File: config.mk
export PLATFORM = sky130hd
export DESIGN_NAME = poly_tobytes_packer
export DESIGN_NICKNAME = d
export VERILOG_FILES = /design/src/rtl/newhope_pkg.sv /design/src/rtl/poly_tobytes_packer.sv
export SDC_FILE = /design/constraint.sdc
export NUM_CORES = 1
export LEC_CHECK = 0
export CAP_MARGIN = 20
export CORE_UTILIZATION = 46
export DETAILED_ROUTE_END_ITERATION = 16
export HOLD_SLACK_MARGIN = 0.1
export PLACE_DENSITY_LB_ADDON = 0.05
export REMOVE_ABC_BUFFERS = 1
export SYNTH_ARGS = -nofsm -noshare
export SYNTH_HDL_FRONTEND = slang
export SYNTH_SLANG_ARGS = --single-unit
File: constraint.sdc
create_clock -name clk -period 2.5 [get_ports clk]
set_input_delay 0.625 -clock clk [delete_from_list [all_inputs] [get_ports clk]]
set_output_delay 0.625 -clock clk [all_outputs]
set_load 0.01 [all_outputs]
File: src/rtl/newhope_pkg.sv
// Shared NewHope constants and the packer state encoding.
package newhope_pkg;

  localparam int NH_Q         = 12289;  // NewHope modulus
  localparam int NH_N         = 1024;   // default polynomial length
  localparam int COEFF_W      = 14;     // reduced coefficient width
  localparam int GROUP_COEFFS = 4;      // coefficients per packing group
  localparam int GROUP_BYTES  = 7;      // 4 x 14 bits = 56 bits = 7 bytes
  localparam int PACK_W       = COEFF_W * GROUP_COEFFS;

  typedef enum logic [1:0] {
    ST_IDLE    = 2'd0,
    ST_COLLECT = 2'd1,
    ST_EMIT    = 2'd2,
    ST_DONE    = 2'd3
  } pk_state_e;

endpackage

File: src/rtl/poly_tobytes_packer.sv
// Packs 14-bit NewHope coefficients into bytes, 4 coefficients -> 7 bytes,
// LSB first. Accepts a group of four, then streams the 7 bytes out before
// taking the next group. All outputs decode registered state only.
module poly_tobytes_packer
  import newhope_pkg::*;
#(
  parameter int N = NH_N,
  parameter int Q = NH_Q
) (
  input  logic               clk,
  input  logic               rst,
  input  logic               start,
  input  logic [COEFF_W-1:0] coeff_in,
  input  logic               coeff_valid,
  output logic               coeff_ready,
  output logic [7:0]         byte_out,
  output logic               byte_valid,
  input  logic               byte_ready,
  output logic               busy,
  output logic               done,
  output logic               range_err
);

  // Counter must hold the value N itself without wrapping.
  localparam int CNT_W = $clog2(N + 1);
  localparam logic [2:0]       LAST_J = 3'(GROUP_BYTES - 1);
  localparam logic [COEFF_W:0] Q_W    = (COEFF_W + 1)'(Q);

  pk_state_e          r_state, w_next;
  logic [1:0]         r_grp;
  logic [2:0]         r_j;
  logic [CNT_W-1:0]   r_cnt;
  logic [PACK_W-1:0]  r_pack;
  logic               r_err;

  logic w_accept, w_take, w_grp_full, w_poly_done;
  logic [7:0] w_byte;

  // Ready is a pure state decode, so qualify the handshake with state here.
  assign w_accept    = coeff_valid && (r_state == ST_COLLECT);
  assign w_take      = byte_ready && (r_state == ST_EMIT);
  assign w_grp_full  = (r_grp == 2'd3);
  assign w_poly_done = (r_cnt == CNT_W'(N));
  assign range_err   = r_err;

  // State register.
  always_ff @(posedge clk or negedge rst) begin
    if (!rst) r_state <= ST_IDLE;
    else      r_state <= w_next;
  end

  // Next state and state-decoded handshake/status outputs.
  always_comb begin
    w_next      = r_state;
    coeff_ready = 1'b0;
    byte_valid  = 1'b0;
    busy        = 1'b0;
    done        = 1'b0;
    case (r_state)
      ST_IDLE: begin
        if (start) w_next = ST_COLLECT;
      end
      ST_COLLECT: begin
        coeff_ready = 1'b1;
        busy        = 1'b1;
        if (w_accept && w_grp_full) w_next = ST_EMIT;
      end
      ST_EMIT: begin
        byte_valid = 1'b1;
        busy       = 1'b1;
        if (w_take && (r_j == LAST_J))
          w_next = w_poly_done ? ST_DONE : ST_COLLECT;
      end
      ST_DONE: begin
        done   = 1'b1;
        w_next = ST_IDLE;
      end
      default: w_next = ST_IDLE;
    endcase
  end

  // Byte select out of the pack register; zero whenever not presenting data.
  always_comb begin
    w_byte = 8'h00;
    for (int j = 0; j < GROUP_BYTES; j++)
      if (r_j == 3'(j)) w_byte = r_pack[8*j +: 8];
  end
  assign byte_out = byte_valid ? w_byte : 8'h00;

  // Counters, pack register and sticky range flag.
  always_ff @(posedge clk or negedge rst) begin
    if (!rst) begin
      r_grp  <= '0;
      r_j    <= '0;
      r_cnt  <= '0;
      r_pack <= '0;
      r_err  <= 1'b0;
    end else begin
      if (r_state == ST_IDLE && start) begin
        r_grp <= '0;
        r_j   <= '0;
        r_cnt <= '0;
        r_err <= 1'b0;
      end
      if (w_accept) begin
        for (int k = 0; k < GROUP_COEFFS; k++)
          if (r_grp == 2'(k)) r_pack[COEFF_W*k +: COEFF_W] <= coeff_in;
        r_grp <= r_grp + 2'd1;
        r_cnt <= r_cnt + 1'b1;
        // Out-of-range values are flagged but still packed as-is.
        if ({1'b0, coeff_in} >= Q_W) r_err <= 1'b1;
      end
      if (w_take) r_j <= (r_j == LAST_J) ? 3'd0 : r_j + 3'd1;
    end
  end

endmodule
==> results.py, run 1 <==
metrics = {
    "outcome": {
        "status": "complete, but fails checks",
        "failed_checks": "setup timing",
    },
    "worst_setup_path": {
        "crit_path_start": "r_j[0]$_DFFE_PN0P_",
        "criticalPathCategory": "register to output pin",
        "cp.required_ns": 1.88,
        "crit_arrival_ns": 2.04,
        "path_max_fanout": 7,
        "reg2reg_from": "r_state[1]$_DFFE_PN0P_",
        "critPathLaunchType": "register",
        "regToRegSetupSlack_ns": 0.38,
        "worstPathCellList": "and2_4, ha_4, or2_4, a221oi_2, o21ai_1, a31oi_1, buf_2",
        "max_stage_delay_ns": 0.43,
        "crit_path_top_delay_cell": "dfrtp_1",
        "end_kind": "output pin",
        "r2r-end": "r_cnt[3]$_DFFE_PN0P_",
        "r2r_cells": 7,
    },
    "power_and_ir_drop": {
        "power.total_mw": 5.647,
        "p_leak_nw": 2.158,
        "p_per_area_mw_per_mm2": 1189,
        "ir_drop_mv": 0.4835,
    },
    "drt": {
        "drt_iter0_drc": 209,
        "dr_wl_met3_um": 328,
        "finalWirelength_um": 9319,
        "via_per_inst": 5.750,
        "ant_nets": 0,
        "wl_per_cell_um": 18.53,
        "drtPass1Iterations": 5,
        "routed.top_layer": "met4",
        "wl_met1_um": 4683,
        "num_vias": 2892,
        "drc": 0,
        "route.met2.wl_um": 4164,
    },
    "sta": {
        "finalSetupTns_ns": -1.051,
        "drv_slew": 0,
        "setup_ws_ns": -0.1677,
        "hold_viol": 0,
        "fmax_mhz": 374.9,
        "fin_worst_skew_ns": 0.006774,
        "period_needed_ns": 2.668,
        "rsz0062_at_grt": "true",
        "finalCritPeriodShare_pct": 106.7,
        "relSlewSlack_pct": 54.28,
        "tightest_slew_ns": 0.6858,
        "final-setup-viol-count": 8,
    },
    "floorplan": {
        "rows": 32,
        "initial_core_util_pct": 48.29,
        "die_height_um": 92.77,
        "ios": 32,
        "die_w_um": 92.77,
        "core_sq_mm": 0.007848,
        "die_area_sq_mm": 0.008606,
    },
    "layout": {
        "utilization_pct": 60.54,
        "nFillCells": 667,
        "antenna_cells": 0,
        "drive_above_1_share_pct": 32.17,
        "area_delta_synth_final_pct": 25.35,
        "final_nets": 426,
    },
    "place": {
        "globalplace.congestion": 0.8267,
        "place_ws_ns": -0.3361,
        "post-dp-hpwl_um": 6348,
        "io_buffers": 31,
    },
    "cts": {
        "htreeDepth": 3,
        "cts_hold_buf": 0,
        "root_buffer": "clkbuf_8",
        "clkLatencyLatePin_ns": 0.35,
        "clk_pin_slew_worst_paths_ns": 0.08,
        "cts_buffer_depth": 2,
        "numCtsBuffers": 9,
        "cts_tree": "done",
        "cts.sinks": 75,
    },
    "synth": {
        "netlist_area_sq_mm": 0.003790,
        "async_flop_share_pct": 100.0,
        "synth_edf_count": 0,
        "synth_ff_type": "dfrtp_1",
        "ys.warnings.count": 0,
        "syn_inst": 343,
        "synth.avg_cell_area_sq_um": 11.05,
        "ys_ff_latch": 75,
        "ys_seq_area_share_pct": 49.52,
        "synth_cell_types": 44,
    },
    "global_route": {
        "antenna_found_initial": 0,
        "gr-total-overflow": 0,
        "grt_pass1_vias": 2766,
        "grt_max_degree": 46,
        "grt_pass1_wl_um": 14930,
        "grt.total_usage_pct": 23.27,
    },
    "min_path": {
        "holdCritPathClass": "input pin to async pin",
    },
    "flow_run": {
        "max_cap_violations": 0,
    },
}
## report_power, final
| group | internal [mW] | switching (mW) | total [mW] |
|---|---|---|---|
| Combinational | 1.28 | 1.14 | 2.42 |
| Clock | 0.744 | 0.460 | 1.20 |
| Sequential | 1.71 | 0.305 | 2.02 |
| Total | 3.74 | 1.91 | 5.65 |
## cell usage in the layout (no fill, tap or decap), drive strengths merged, types with 2 or more instances in the layout
| cell type | n |
|---|---|
| dfrtp | 75 |
| mux2 | 57 |
| nand2 | 39 |
| buf | 36 |
| o21ai | 26 |
| clkdlybuf4s50 | 21 |
| inv | 17 |
| clkbuf | 12 |
| ha | 11 |
| a31oi | 9 |
| nor2 | 8 |
| nand3b | 8 |
| o21bai | 7 |
| o21a | 7 |
| a221oi | 7 |
| nand3 | 6 |
| a21oi | 6 |
| o211ai | 4 |
| nand4 | 4 |
| o31ai | 4 |
| and2 | 4 |
| a21boi | 3 |
| nor4 | 3 |
| bufinv | 3 |
| a221o | 2 |
| nor4b | 2 |
| a22o | 2 |
| nor3 | 2 |
| nor2b | 2 |
## per-stage QoR
| stage | cells | hold WS (ns) | instance area [sq um] |
|---|---|---|---|
| after floorplan | 326 | 0.3294 | 3700 |
| after global placement | 480 | 0.4763 | 4318 |
| after detailed placement | 480 | 0.4766 | 4318 |
| after CTS | 499 | 0.2157 | 4697 |
| after global routing | 503 | 0.2337 | 4751 |
| final | 503 | 0.2015 | 4751 |
## synthesized netlist by cell type, drive strengths merged (3+ instances only)
cell	number	area (sq um)
dfrtp	75	1877
mux2	57	641.9
nand2	39	153.9
o21ai	26	133.9
inv	17	63.81
buf	14	78.83
ha	11	137.6
a31oi	9	56.30
nand3b	8	60.06
nor2	8	30.03
a221oi	7	61.31
o21a	7	52.55
o21bai	7	52.55
a21oi	6	30.03
nand3	6	30.03
and2	4	25.02
nand4	4	25.02
o211ai	4	30.03
o31ai	4	30.03
a21boi	3	22.52
clkbuf	3	11.26
nor4	3	18.77
## cells by family (layout without fill, tap and decap cells)
logic type / after synthesis / in the layout / share of synthesized area [%]
flip-flops: 75 / 75 / 49.52
adder cells (fa/ha/maj): 11 / 11 / 3.632
multiplexers: 58 / 58 / 17.20
AND/OR/NAND/NOR: 83 / 83 / 11.13
AO/OA/AOI/OAI: 82 / 82 / 14.46
buffers and inverters: 34 / 92 / 4.061
## flip-flops by register name, summed over array words and instances, names as in the netlist
| register | cells |
|---|---|
| r_cnt | 11 |
| r_pack | 56 |
| r_j | 3 |
| r_state | 2 |
| r_grp | 2 |
| range_err | 1 |
## routing by layer
layer  GRT usage [%]  vias up
met5               0        -
li1                -     1355
met1           35.04     1464
met2           33.95       60
met3           3.448       13
met4           8.205        0
## worst max-delay path: cells and delay by family, from the launching register on
family | cells | cell delay (ns)
flip-flops | 1 | 0.43
adder cells (fa/ha/maj) | 1 | 0.15
AO/OA/AOI/OAI | 3 | 0.48
AND/OR/NAND/NOR | 2 | 0.47
buffers and inverters | 1 | 0.17
## final cells by class
class	instances	area, sq um	share of cell area, %
clock buffer	12	165.2	3.476
clock inverter	4	95.09	2.002
inverter	17	63.81	1.343
multi-input combinational	234	1872	39.40
sequential	75	1877	39.50
tap	102	127.6	2.686
timing repair buffer	59	550.5	11.59
## how the worst max path moves through the flow
stage | endpoint | slack, ns | cells after the start
2_1_floorplan | byte_out[0] | -0.03 | 6
3_3_place_gp | byte_out[0] | -0.32 | 7
3_5_place_dp | byte_out[4] | -0.34 | 7
4_1_cts | byte_out[1] | -0.16 | 7
5_1_grt | byte_out[1] | -0.24 | 7
6_report | byte_out[1] | -0.17 | 7
## what timing repair did
item,CTS,global route
pin swaps,18,2
buffers inserted,2,4
gates cloned,1,0
resized for setup,58,3
endpoints found under the setup margin,9,8
No activity file was read; power rests on OpenSTA's default activity.
==> run 2, diff against run 1 <==
- TNS_END_PERCENT: default -> 100
==> results of run 2 <==
The final DEF is identical to that of run 1; final timing and power are the same.
